`src/rtl/mem_access_pkg.sv`:
```
// mem_access_pkg
//   Shared widths, mem-op field layout, size codes and FSM state type for
//   the memory-access stage (mem_access) and its lane aligner (mem_align).
//   mem-op field: {mem, store, unsigned, size[1:0]}; size 00=B 01=H 10=W.
//   Optional feature macro used by mem_access: MEM_MISALIGN_TRAP_EN.
package mem_access_pkg;

   localparam int WORD    = 32;
   localparam int W_RD    = 5;
   localparam int W_MEMOP = 5;

   // Bit positions inside the mem-op field
   localparam int MOP_MEM   = 4;
   localparam int MOP_STORE = 3;
   localparam int MOP_UNS   = 2;

   localparam logic [1:0] SZ_B = 2'b00;
   localparam logic [1:0] SZ_H = 2'b01;
   localparam logic [1:0] SZ_W = 2'b10;

   typedef enum logic [1:0] {
      MA_IDLE = 2'd0,
      MA_REQ  = 2'd1,
      MA_WAIT = 2'd2,
      MA_DONE = 2'd3
   } ma_state_e;

   // Halfword must be 2-byte aligned; word (and the unused 11 code) 4-byte.
   function automatic logic is_misaligned(input logic [1:0] size, input logic [1:0] off);
      case (size)
         SZ_B:    return 1'b0;
         SZ_H:    return off[0];
         default: return off != 2'b00;
      endcase
   endfunction

   // Clears the low address bits that a halfword/word access cannot use.
   function automatic logic [WORD-1:0] force_align(input logic [1:0] size, input logic [WORD-1:0] addr);
      case (size)
         SZ_B:    return addr;
         SZ_H:    return {addr[WORD-1:1], 1'b0};
         default: return {addr[WORD-1:2], 2'b00};
      endcase
   endfunction

endpackage

```
`src/rtl/mem_access_align.sv`:
```
// mem_align
//   Combinational lane logic for the memory-access stage.
//   Store side: byte enables and lane-replicated write data.
//   Load side: extracts byte/half/word from the returned word and extends.
// Ports
//   i_size     [1:0]   access size (00=B 01=H 10=W)
//   i_uns              1 = zero-extend loads
//   i_off      [1:0]   byte offset within the word (addr[1:0])
//   i_st_data  [WORD]  raw store data
//   i_rdata    [WORD]  load data from memory
//   o_be       [3:0]   store byte enables
//   o_wdata    [WORD]  replicated store data
//   o_ld_data  [WORD]  aligned, extended load data
module mem_align
   import mem_access_pkg::*;
(
   input  logic [1:0]      i_size,
   input  logic            i_uns,
   input  logic [1:0]      i_off,
   input  logic [WORD-1:0] i_st_data,
   input  logic [WORD-1:0] i_rdata,
   output logic [3:0]      o_be,
   output logic [WORD-1:0] o_wdata,
   output logic [WORD-1:0] o_ld_data
);

   logic [7:0]  w_byte;
   logic [15:0] w_half;

   always_comb begin
      o_be    = 4'b1111;
      o_wdata = i_st_data;
      case (i_size)
         SZ_B: begin
            o_be    = 4'b0001 << i_off;
            o_wdata = {4{i_st_data[7:0]}};
         end
         SZ_H: begin
            o_be    = 4'b0011 << {i_off[1], 1'b0};
            o_wdata = {2{i_st_data[15:0]}};
         end
         default: begin
            o_be    = 4'b1111;
            o_wdata = i_st_data;
         end
      endcase
   end

   always_comb begin
      w_byte = i_rdata[7:0];
      case (i_off)
         2'd0: w_byte = i_rdata[7:0];
         2'd1: w_byte = i_rdata[15:8];
         2'd2: w_byte = i_rdata[23:16];
         2'd3: w_byte = i_rdata[31:24];
         default: w_byte = i_rdata[7:0];
      endcase
      w_half = i_off[1] ? i_rdata[31:16] : i_rdata[15:0];

      o_ld_data = i_rdata;
      case (i_size)
         SZ_B:    o_ld_data = {{24{~i_uns & w_byte[7]}}, w_byte};
         SZ_H:    o_ld_data = {{16{~i_uns & w_half[15]}}, w_half};
         default: o_ld_data = i_rdata;
      endcase
   end

endmodule

```
`src/rtl/mem_access.sv`:
```
// mem_access
//   Memory-access pipeline stage between EX and writeback. Takes one EX
//   result per v_i/stall_o handshake; non-memory ops reach writeback one
//   cycle later, loads/stores run a req/gnt/rvalid transaction first.
//   Optional macro MEM_MISALIGN_TRAP_EN: misaligned H/W ops bypass memory
//   and return exc_o=1 with the address as data. Without it exc_o stays 0
//   and misaligned addresses are forced aligned.
// Ports
//   clk, rst (sync, active-low)
//   EX side : v_i, stall_o, wb_i, rd_num_i, alu_data_i, st_data_i, memop_i
//   WB side : v_o, stall_i, wb_o, rd_num_o, rd_data_o, exc_o
//   Memory  : dmem_req_o, dmem_we_o, dmem_addr_o, dmem_be_o, dmem_wdata_o,
//             dmem_gnt_i, dmem_rvalid_i, dmem_rdata_i
module mem_access
   import mem_access_pkg::*;
(
   input  logic               clk,
   input  logic               rst,
   input  logic               v_i,
   output logic               stall_o,
   input  logic               wb_i,
   input  logic [W_RD-1:0]    rd_num_i,
   input  logic [WORD-1:0]    alu_data_i,
   input  logic [WORD-1:0]    st_data_i,
   input  logic [W_MEMOP-1:0] memop_i,
   output logic               v_o,
   input  logic               stall_i,
   output logic               wb_o,
   output logic [W_RD-1:0]    rd_num_o,
   output logic [WORD-1:0]    rd_data_o,
   output logic               exc_o,
   output logic               dmem_req_o,
   output logic               dmem_we_o,
   output logic [WORD-1:0]    dmem_addr_o,
   output logic [3:0]         dmem_be_o,
   output logic [WORD-1:0]    dmem_wdata_o,
   input  logic               dmem_gnt_i,
   input  logic               dmem_rvalid_i,
   input  logic [WORD-1:0]    dmem_rdata_i
);

   ma_state_e r_state, w_state_nxt;

   // In-flight memory op
   logic [WORD-1:0] r_addr;
   logic [WORD-1:0] r_st_data;
   logic            r_store;
   logic            r_uns;
   logic [1:0]      r_size;
   logic [W_RD-1:0] r_rd;
   logic            r_wb;
   logic [WORD-1:0] r_ld_data;

   // Result register toward writeback
   logic            r_v_o;
   logic            r_wb_o;
   logic [W_RD-1:0] r_rd_o;
   logic [WORD-1:0] r_data_o;
   logic            r_exc_o;

   logic            w_out_free;
   logic            w_accept;
   logic            w_is_mem;
   logic            w_trap;
   logic [WORD-1:0] w_addr_eff;
   logic [WORD-1:0] w_ld_data;

   assign w_out_free = ~(r_v_o & stall_i);
   assign stall_o    = (r_state != MA_IDLE) | ~w_out_free;
   assign w_accept   = v_i & ~stall_o;
   assign w_is_mem   = memop_i[MOP_MEM];

`ifdef MEM_MISALIGN_TRAP_EN
   assign w_trap     = w_is_mem & is_misaligned(memop_i[1:0], alu_data_i[1:0]);
   assign w_addr_eff = alu_data_i;
`else
   assign w_trap     = 1'b0;
   assign w_addr_eff = force_align(memop_i[1:0], alu_data_i);
`endif

   mem_align u_align (
      .i_size    (r_size),
      .i_uns     (r_uns),
      .i_off     (r_addr[1:0]),
      .i_st_data (r_st_data),
      .i_rdata   (dmem_rdata_i),
      .o_be      (dmem_be_o),
      .o_wdata   (dmem_wdata_o),
      .o_ld_data (w_ld_data)
   );

   assign dmem_we_o   = r_store;
   assign dmem_addr_o = {r_addr[WORD-1:2], 2'b00};

   always_ff @(posedge clk) begin
      if (!rst) r_state <= MA_IDLE;
      else      r_state <= w_state_nxt;
   end

   always_comb begin
      w_state_nxt = r_state;
      dmem_req_o  = 1'b0;
      case (r_state)
         MA_IDLE: if (w_accept && w_is_mem && !w_trap) w_state_nxt = MA_REQ;
         MA_REQ: begin
            dmem_req_o = 1'b1;
            if (dmem_gnt_i) w_state_nxt = r_store ? MA_DONE : MA_WAIT;
         end
         MA_WAIT: if (dmem_rvalid_i) w_state_nxt = MA_DONE;
         MA_DONE: if (w_out_free) w_state_nxt = MA_IDLE;
         default: w_state_nxt = MA_IDLE;
      endcase
   end

   always_ff @(posedge clk) begin
      if (!rst) begin
         r_addr    <= '0;
         r_st_data <= '0;
         r_store   <= 1'b0;
         r_uns     <= 1'b0;
         r_size    <= SZ_B;
         r_rd      <= '0;
         r_wb      <= 1'b0;
         r_ld_data <= '0;
      end else begin
         if (r_state == MA_IDLE && w_accept && w_is_mem && !w_trap) begin
            r_addr    <= w_addr_eff;
            r_st_data <= st_data_i;
            r_store   <= memop_i[MOP_STORE];
            r_uns     <= memop_i[MOP_UNS];
            r_size    <= memop_i[1:0];
            r_rd      <= rd_num_i;
            r_wb      <= wb_i;
            r_ld_data <= '0;
         end
         if (r_state == MA_WAIT && dmem_rvalid_i) r_ld_data <= w_ld_data;
      end
   end

   // Advances only when writeback is not holding the current result; a
   // pass-through op and a DONE result can never coincide since EX is
   // stalled whenever the FSM is away from IDLE.
   always_ff @(posedge clk) begin
      if (!rst) begin
         r_v_o    <= 1'b0;
         r_wb_o   <= 1'b0;
         r_rd_o   <= '0;
         r_data_o <= '0;
         r_exc_o  <= 1'b0;
      end else if (w_out_free) begin
         r_v_o   <= 1'b0;
         r_wb_o  <= 1'b0;
         r_exc_o <= 1'b0;
         if (r_state == MA_IDLE && w_accept && (!w_is_mem || w_trap)) begin
            r_v_o    <= 1'b1;
            r_wb_o   <= wb_i & ~w_trap;
            r_rd_o   <= rd_num_i;
            r_data_o <= alu_data_i;
            r_exc_o  <= w_trap;
         end else if (r_state == MA_DONE) begin
            r_v_o    <= 1'b1;
            r_wb_o   <= r_wb & ~r_store;
            r_rd_o   <= r_rd;
            r_data_o <= r_ld_data;
         end
      end
   end

   assign v_o       = r_v_o;
   assign wb_o      = r_wb_o;
   assign rd_num_o  = r_rd_o;
   assign rd_data_o = r_data_o;
   assign exc_o     = r_exc_o;

endmodule

```
`config.mk`:
```
export PLATFORM = sky130hd
export DESIGN_NAME = mem_access
export DESIGN_NICKNAME = d
export VERILOG_FILES = /design/src/rtl/mem_access_pkg.sv /design/src/rtl/mem_access_align.sv /design/src/rtl/mem_access.sv
export SDC_FILE = /design/constraint.sdc
export NUM_CORES = 1
export LEC_CHECK = 0
export BUFFER_PORTS_ARGS = -buffer_cell sky130_fd_sc_hd__buf_2
export CORE_MARGIN = 3
export CORE_UTILIZATION = 51
export DETAILED_ROUTE_END_ITERATION = 12
export PLACE_DENSITY_LB_ADDON = 0.2
export SLEW_MARGIN = 20
export SYNTH_ARGS = -nofsm -noshare
export SYNTH_HDL_FRONTEND = slang
export SYNTH_SLANG_ARGS = --single-unit
export TNS_END_PERCENT = 20
```
`constraint.sdc`:
```
create_clock -name clk -period 2.4 [get_ports clk]
set_input_delay 0 -clock clk [delete_from_list [all_inputs] [get_ports clk]]
set_output_delay 0 -clock clk [all_outputs]
set_load 0.005 [all_outputs]
```
* Word-level counts from Yosys, hierarchy flattened
Cells that the tools add are included.
Word-level totals: flip-flop bits (word level) 147, logic and storage cells 75
Operators by class: bitwise operators 10, reductions and logical operators 15, multiplexer cells 23, eq/ne operators 12, shift-type cells 2
Operators by type and width (number):
- 2-to-1 mux 32 bit | 4
- one-hot mux 32 bit (2 select lines) | 2
- one-hot mux 8 bit (4 select lines) | 1
- 2-to-1 mux 16 bit | 1
- 2-to-1 mux 5 bit | 2
- == test 2 x 1 -> 1 bit, second input constant | 4
- == test 2 bit, second input constant | 4
- logical NOT 2 bit | 4
- 2-to-1 mux 2 bit | 4
- inequality test 2 bit, second input constant | 4
- one-hot mux 2 bit (4 select lines) | 1
- one-hot mux 4 bit (2 select lines) | 1
- 2-to-1 mux 1 bit | 6
- nonzero test 2 bit | 3
- AND 1 bit | 5
- logical AND 1 bit | 5
- NOT 1 bit | 4
- one-hot mux 2 bit (2 select lines) | 1
- AND reduction 4 bit | 1
- << shifter 1 x 2 -> 4 bit, first input constant | 1
- << shifter 2 x 2 -> 4 bit, first input constant | 1
- AND reduction 2 bit | 1
- logical NOT 1 bit | 1
- bitwise OR 1 bit | 1

* Longest topological paths before layout
depth after elaboration 8, gate-level depth with buffers 8, depth with buffers taken out 6

* By module
From an unflattened synthesis, not the netlist that was laid out.
Second synthesis, totals: cell total of the unflattened synthesis 935, area, all modules 7455.9 um2
Modules (own cells, without submodules):
- mem_access | seq. area each 2942.8 um2, area an instance 6199.7 um2, cells each 744, times used 1
- mem_align | seq. area each 0.0 um2, area an instance 1256.2 um2, cells each 191, times used 1

* Least setup slack after synthesis
No wires, ideal clock.
path type register to register, from register r_state[1], to register r_ld_data[21], setup slack 641 ps, stages on the path, launching flop included 8, buffers on the path 1, data arrival time 1700 ps, clock period less this slack 1759 ps, path through dfxtp_1 > inv_1 > ha_1 > a21boi_2 > and3_1 > nor3_2 > buf_2 > a22o_1
Between the ends: cells in the longest elaborated chain, start to end 7, elaborated cells on any way between the ends 11
RTL lines:
- start: declaration | line mem_access.sv:42 | ma_state_e r_state, w_state_nxt;
- start signal: assignment | line mem_access.sv:97 | else r_state <= w_state_nxt;
- nonzero test 2 bit | line mem_access.sv:69 | assign stall_o = (r_state != MA_IDLE) | ~w_out_free;
- bitwise OR 1 bit | line mem_access.sv:69
- NOT 1 bit | line mem_access.sv:70 | assign w_accept = v_i & ~stall_o;
- AND 1 bit | line mem_access.sv:70
- logical AND 1 bit (2 in series) | line mem_access.sv:126 | if (r_state == MA_IDLE && w_accept && w_is_mem && !w_trap) begin
- nonzero test 2 bit (no source line)
- end signal: assignment | line mem_access.sv:136 | if (r_state == MA_WAIT && dmem_rvalid_i) r_ld_data <= w_ld_data;
- end: declaration | line mem_access.sv:52 | logic [WORD-1:0] r_ld_data;
Parallel ways exist; a longest one is shown, timed or not. A chain may end at the register's enable or synchronous reset.

* Worst setup path in the final report
from register r_addr[1], to register r_ld_data[14]
Between the ends: cells in the longest elaborated chain, start to end 5, elaborated cells on any way between the ends 9
RTL lines:
- start: declaration | line mem_access.sv:45 | logic [WORD-1:0] r_addr;
- start signal: assignment | line mem_access.sv:127 | r_addr <= w_addr_eff;
- == test 2 bit, or another cell as far along | line mem_access_align.sv:51 | case (i_off)
- one-hot mux 8 bit (4 select lines) | line mem_access_align.sv:51
- AND 1 bit | line mem_access_align.sv:62 | SZ_B: o_ld_data = {{24{~i_uns & w_byte[7]}}, w_byte};
- one-hot mux 32 bit (2 select lines) (*) | line mem_access_align.sv:61 | case (i_size)
- 2-to-1 mux 32 bit (*) | line mem_access.sv:136
Every way passes the cells marked *; elsewhere a longest branch is shown, timed or not.

==> impl_results.md <==
- RSZ-0062 raised after global routing: no
- Reg2Reg Launch Point: r_addr[1]
- Row Count: 41
- Placed cell count: 1122
- Worst-path clk slew: 0.06 ns
- Area Overhead vs Synth: 39.2%
- Max clock buf depth: 2
- Initial antenna violation count: 1
- Crit path arrival time: 2.67 ns
- Hold EP: r_ld_data[15]
- Mean Syn Cell Area: 8.33 um^2
- Achievable clock frequency: 430 MHz
- Vias in the first global route: 6705
- Hold path cells: 5
- Crit end category: flop
- Psw: 2.49 mW
- Share of the synthesized area in the top cell type: 43.3%
- Sw Ratio: 30.3%
- Remaining DRCs: 0
- Total Wirelength: 21400 um
- Crit path time final: 2.33 ns
- Max-slew headroom: 52.6%
- Pin count of the biggest net entering global routing: 74
- Commonest non-fill, non-tap cell in the layout: buf_2
- Flop2flop setup slack: 0.07 ns
- Power per cell area: 867 nW/um^2
- Num Clock Sinks: 147
- Dominant cell type by area after synthesis: dfxtp_1
- Final ANT Viol Nets: 0
- Drt pass-1 iters: 5
- Layout Nets: 1194
- Routed vias: 6813
- Clock latency on the worst-skew pair: 0.42 ns
- Initial Util: 53.0%
- Combinational Power Share: 26.4%
- Clock share of power: 36.4%
- Setup CP Type: flop to flop
- Layout Cells excl Fill: 1262
- Critical path, cell by cell: buf_4, nor2b_1, a21o_1, a221oi_1, dlygate4sd3_1, nor3_1
- Cell types occupying the most area after synthesis: dfxtp_1 43%, a21oi_1 10%, nand2_1 9.2%
- # IOs: 224
- Hold Vio Cnt, Final: 0
- Synth Warn #: 0
- CP max stage delay: 0.59 ns
- Pleak: 4.24 nW
- DR vias/cell: 5.40
- Pint: 5.71 mW
- Max FO, Critical Path: 30
- Data required, critical path: 2.74 ns
- Share of cells above drive strength 1: 28.3%
- Worst R2R End: r_ld_data[14]
- Period utilization: 96.9%
- DP Worst Slack: 0.325 ns
- Global-route wire length before repair: 33900 um
- GR Util All Layers: 29.0%
- Finish-stage setup viols: 0
- Fin worst setup slack: 0.0738 ns
- CTS Buf Count: 17
- Slowest stage cell on the critical path: dlygate4sd3_1
- Fin. max-slew vios: 0
- Hold Path Class: input port to flop
- Reg area: 2940 um^2
- Peak VDD IR: 0.608 mV
- H-tree Lvls: 4
- Fillers: 938
- Root Driver: clkbuf_16
- Post-synthesis instance area: 6790 um^2
- GRT overflow: 0
- Cells on worst reg2reg path: 6
- Port-buffer cells: 220
- Commonest non-fill, non-tap cells in the layout: 220 x buf_2, 166 x nand2_1, 146 x dfxtp_1
- Area of the multi-input gates: 3250 um^2
- Hold Startpoint: dmem_rdata_i[15]
- Die W: 121 um
- DR iter-0 viols: 463
- TNS Setup: 0 ns
- Final Skew: 0.00584 ns
- Maxcap violations: 0
- Cell count after synthesis: 815
- Tot Pwr: 8.20 mW
- Placed wire-length estimate: 13200 um
- Drt wl/cell: 17.0 um
- Synth cell types: 43
- CP Launch Type: flop
- Final GP Congestion: 0.907
- DIE AREA: 14700 um^2
- Post-synthesis sequential area ratio: 43.3%
- Least-Margin Pin Slew: 0.708 ns
- Core Footprint: 12800 um^2
- Die Y: 121 um
- Sequential Power Share: 37.2%
- Synth Register Bits: 147
- CTS tree: built
- Util after Layout: 73.7%
- Status: finished, final reports clean
[cell type report]
| cell class | count | share of cell area (%) |
|---|---|---|
| Multi-Input combinational cell | 555 | 34.3 |
| Sequential cell | 147 | 31.1 |
| Timing Repair Buffer | 346 | 24.8 |
| Clock buffer | 21 | 4.97 |
| Tap cell | 172 | 2.28 |
| Clock inverter | 11 | 2.10 |
| Inverter | 9 | 0.370 |
| Antenna cell | 1 | 0.0265 |
[metal layers]
| metal | track usage (%) | share of wire, % | up-vias |
|---|---|---|---|
| met5 | 0 | 0 | - |
| met4 | 9.52 | 1.8 | 0 |
| met3 | 7.88 | 6.6 | 31 |
| met2 | 50.3 | 50 | 256 |
| met1 | 34.8 | 41 | 3222 |
| li1 | - | - | 3304 |
[worst max path at each step]
| stage | endpoint | cells after the start | slack [ns] | from |
|---|---|---|---|---|
| 2_1_floorplan | r_ld_data[21] | 7 | 0.64 | r_state[1] |
| 3_3_place_gp | r_st_data[10] | 7 | 0.36 | r_state[0] |
| 3_5_place_dp | r_st_data[20] | 7 | 0.32 | r_state[0] |
| 4_1_cts | wb_o | 8 | 0.15 | r_state[1] |
| 5_1_grt | r_ld_data[14] | 6 | 0.02 | r_addr[1] |
| 6_report | r_ld_data[14] | 6 | 0.07 | r_addr[1] |
[synth_stat cells]
| cell | instances |
|---|---|
| a211oi_1 | 9 |
| a221oi_1 | 9 |
| mux2i_1 | 45 |
| ha_1 | 5 |
| a31o_2 | 7 |
| nand2_2 | 1 |
| mux2_2 | 18 |
| nand4b_1 | 1 |
| clkbuf_1 | 40 |
| a21oi_1 | 137 |
| buf_2 | 18 |
| nand2b_1 | 18 |
| o21ai_0 | 47 |
| o21bai_2 | 1 |
| conb_1 | 1 |
| a21o_1 | 9 |
| a211oi_4 | 1 |
| nand3b_1 | 1 |
| nor3_1 | 9 |
| nand2_1 | 167 |
| a22o_1 | 18 |
| a21boi_2 | 1 |
| or3_1 | 1 |
| buf_4 | 44 |
| o21bai_1 | 1 |
| a211o_1 | 1 |
| a31oi_2 | 1 |
| buf_1 | 2 |
| o211ai_1 | 1 |
| nor2b_1 | 10 |
| mux4_2 | 1 |
| nor3_2 | 1 |
| o31ai_1 | 1 |
| buf_6 | 1 |
| and2_1 | 1 |
| a31oi_1 | 4 |
| dfxtp_1 | 147 |
| nor2_1 | 5 |
| inv_1 | 9 |
| and3_1 | 1 |
| o22ai_1 | 2 |
| nand3_1 | 17 |
| clkbuf_2 | 1 |
[power by group through the flow]
stage               registers [mW]  logic [mW]  clock network, mW
floorplan                     3.04        1.34                  0
global placement              3.09        1.95                  0
detailed placement            3.09        1.99                  0
CTS                           3.04        2.14               3.01
global route                  3.09        2.40               3.11
finish                        3.05        2.17               2.98
[per-stage QoR]
stage	hold WS (ns)	cell area, um^2
finish	0.0329	9460
global route	0.0766	9460
CTS	0.0217	9450
detailed placement	0.246	7710
global placement	0.243	7710
floorplan	0.125	6800
[flip-flops by register name, summed over array words and instances, names as in the netlist]
name,count
r_size,2
wb_o,1
r_addr,32
r_uns,1
v_o,1
r_ld_data,32
rd_num_o,5
r_st_data,32
r_rd,5
r_state,2
r_wb,1
dmem_we_o,1
rd_data_o,32
[kinds of logic after synthesis]
logic type / synth area share, %
buffers and inverters: 9.25
AND/OR/NAND/NOR: 14.8
adder cells (fa/ha/maj): 0.921
AO/OA/AOI/OAI: 21.8
multiplexers: 9.95
flip-flops: 43.3
other: 0.0552
[what timing repair did]
item / 4_1_cts / 5_1_grt
buffers inserted: 0 / 0
hold buffers: 107 / 0
resized for setup: 0 / 1
endpoints found under the hold margin: 143 / 0
endpoints found under the setup margin: 0 / 1
[worst max-delay path: cells and delay by family (launching register included)]
kind	cells	cell delay (ns)
simple gates	2	0.68
buf+inv	2	0.92
flops	1	0.39
compound gates	2	0.26
Note: power is estimated with default switching activity, not from simulation.
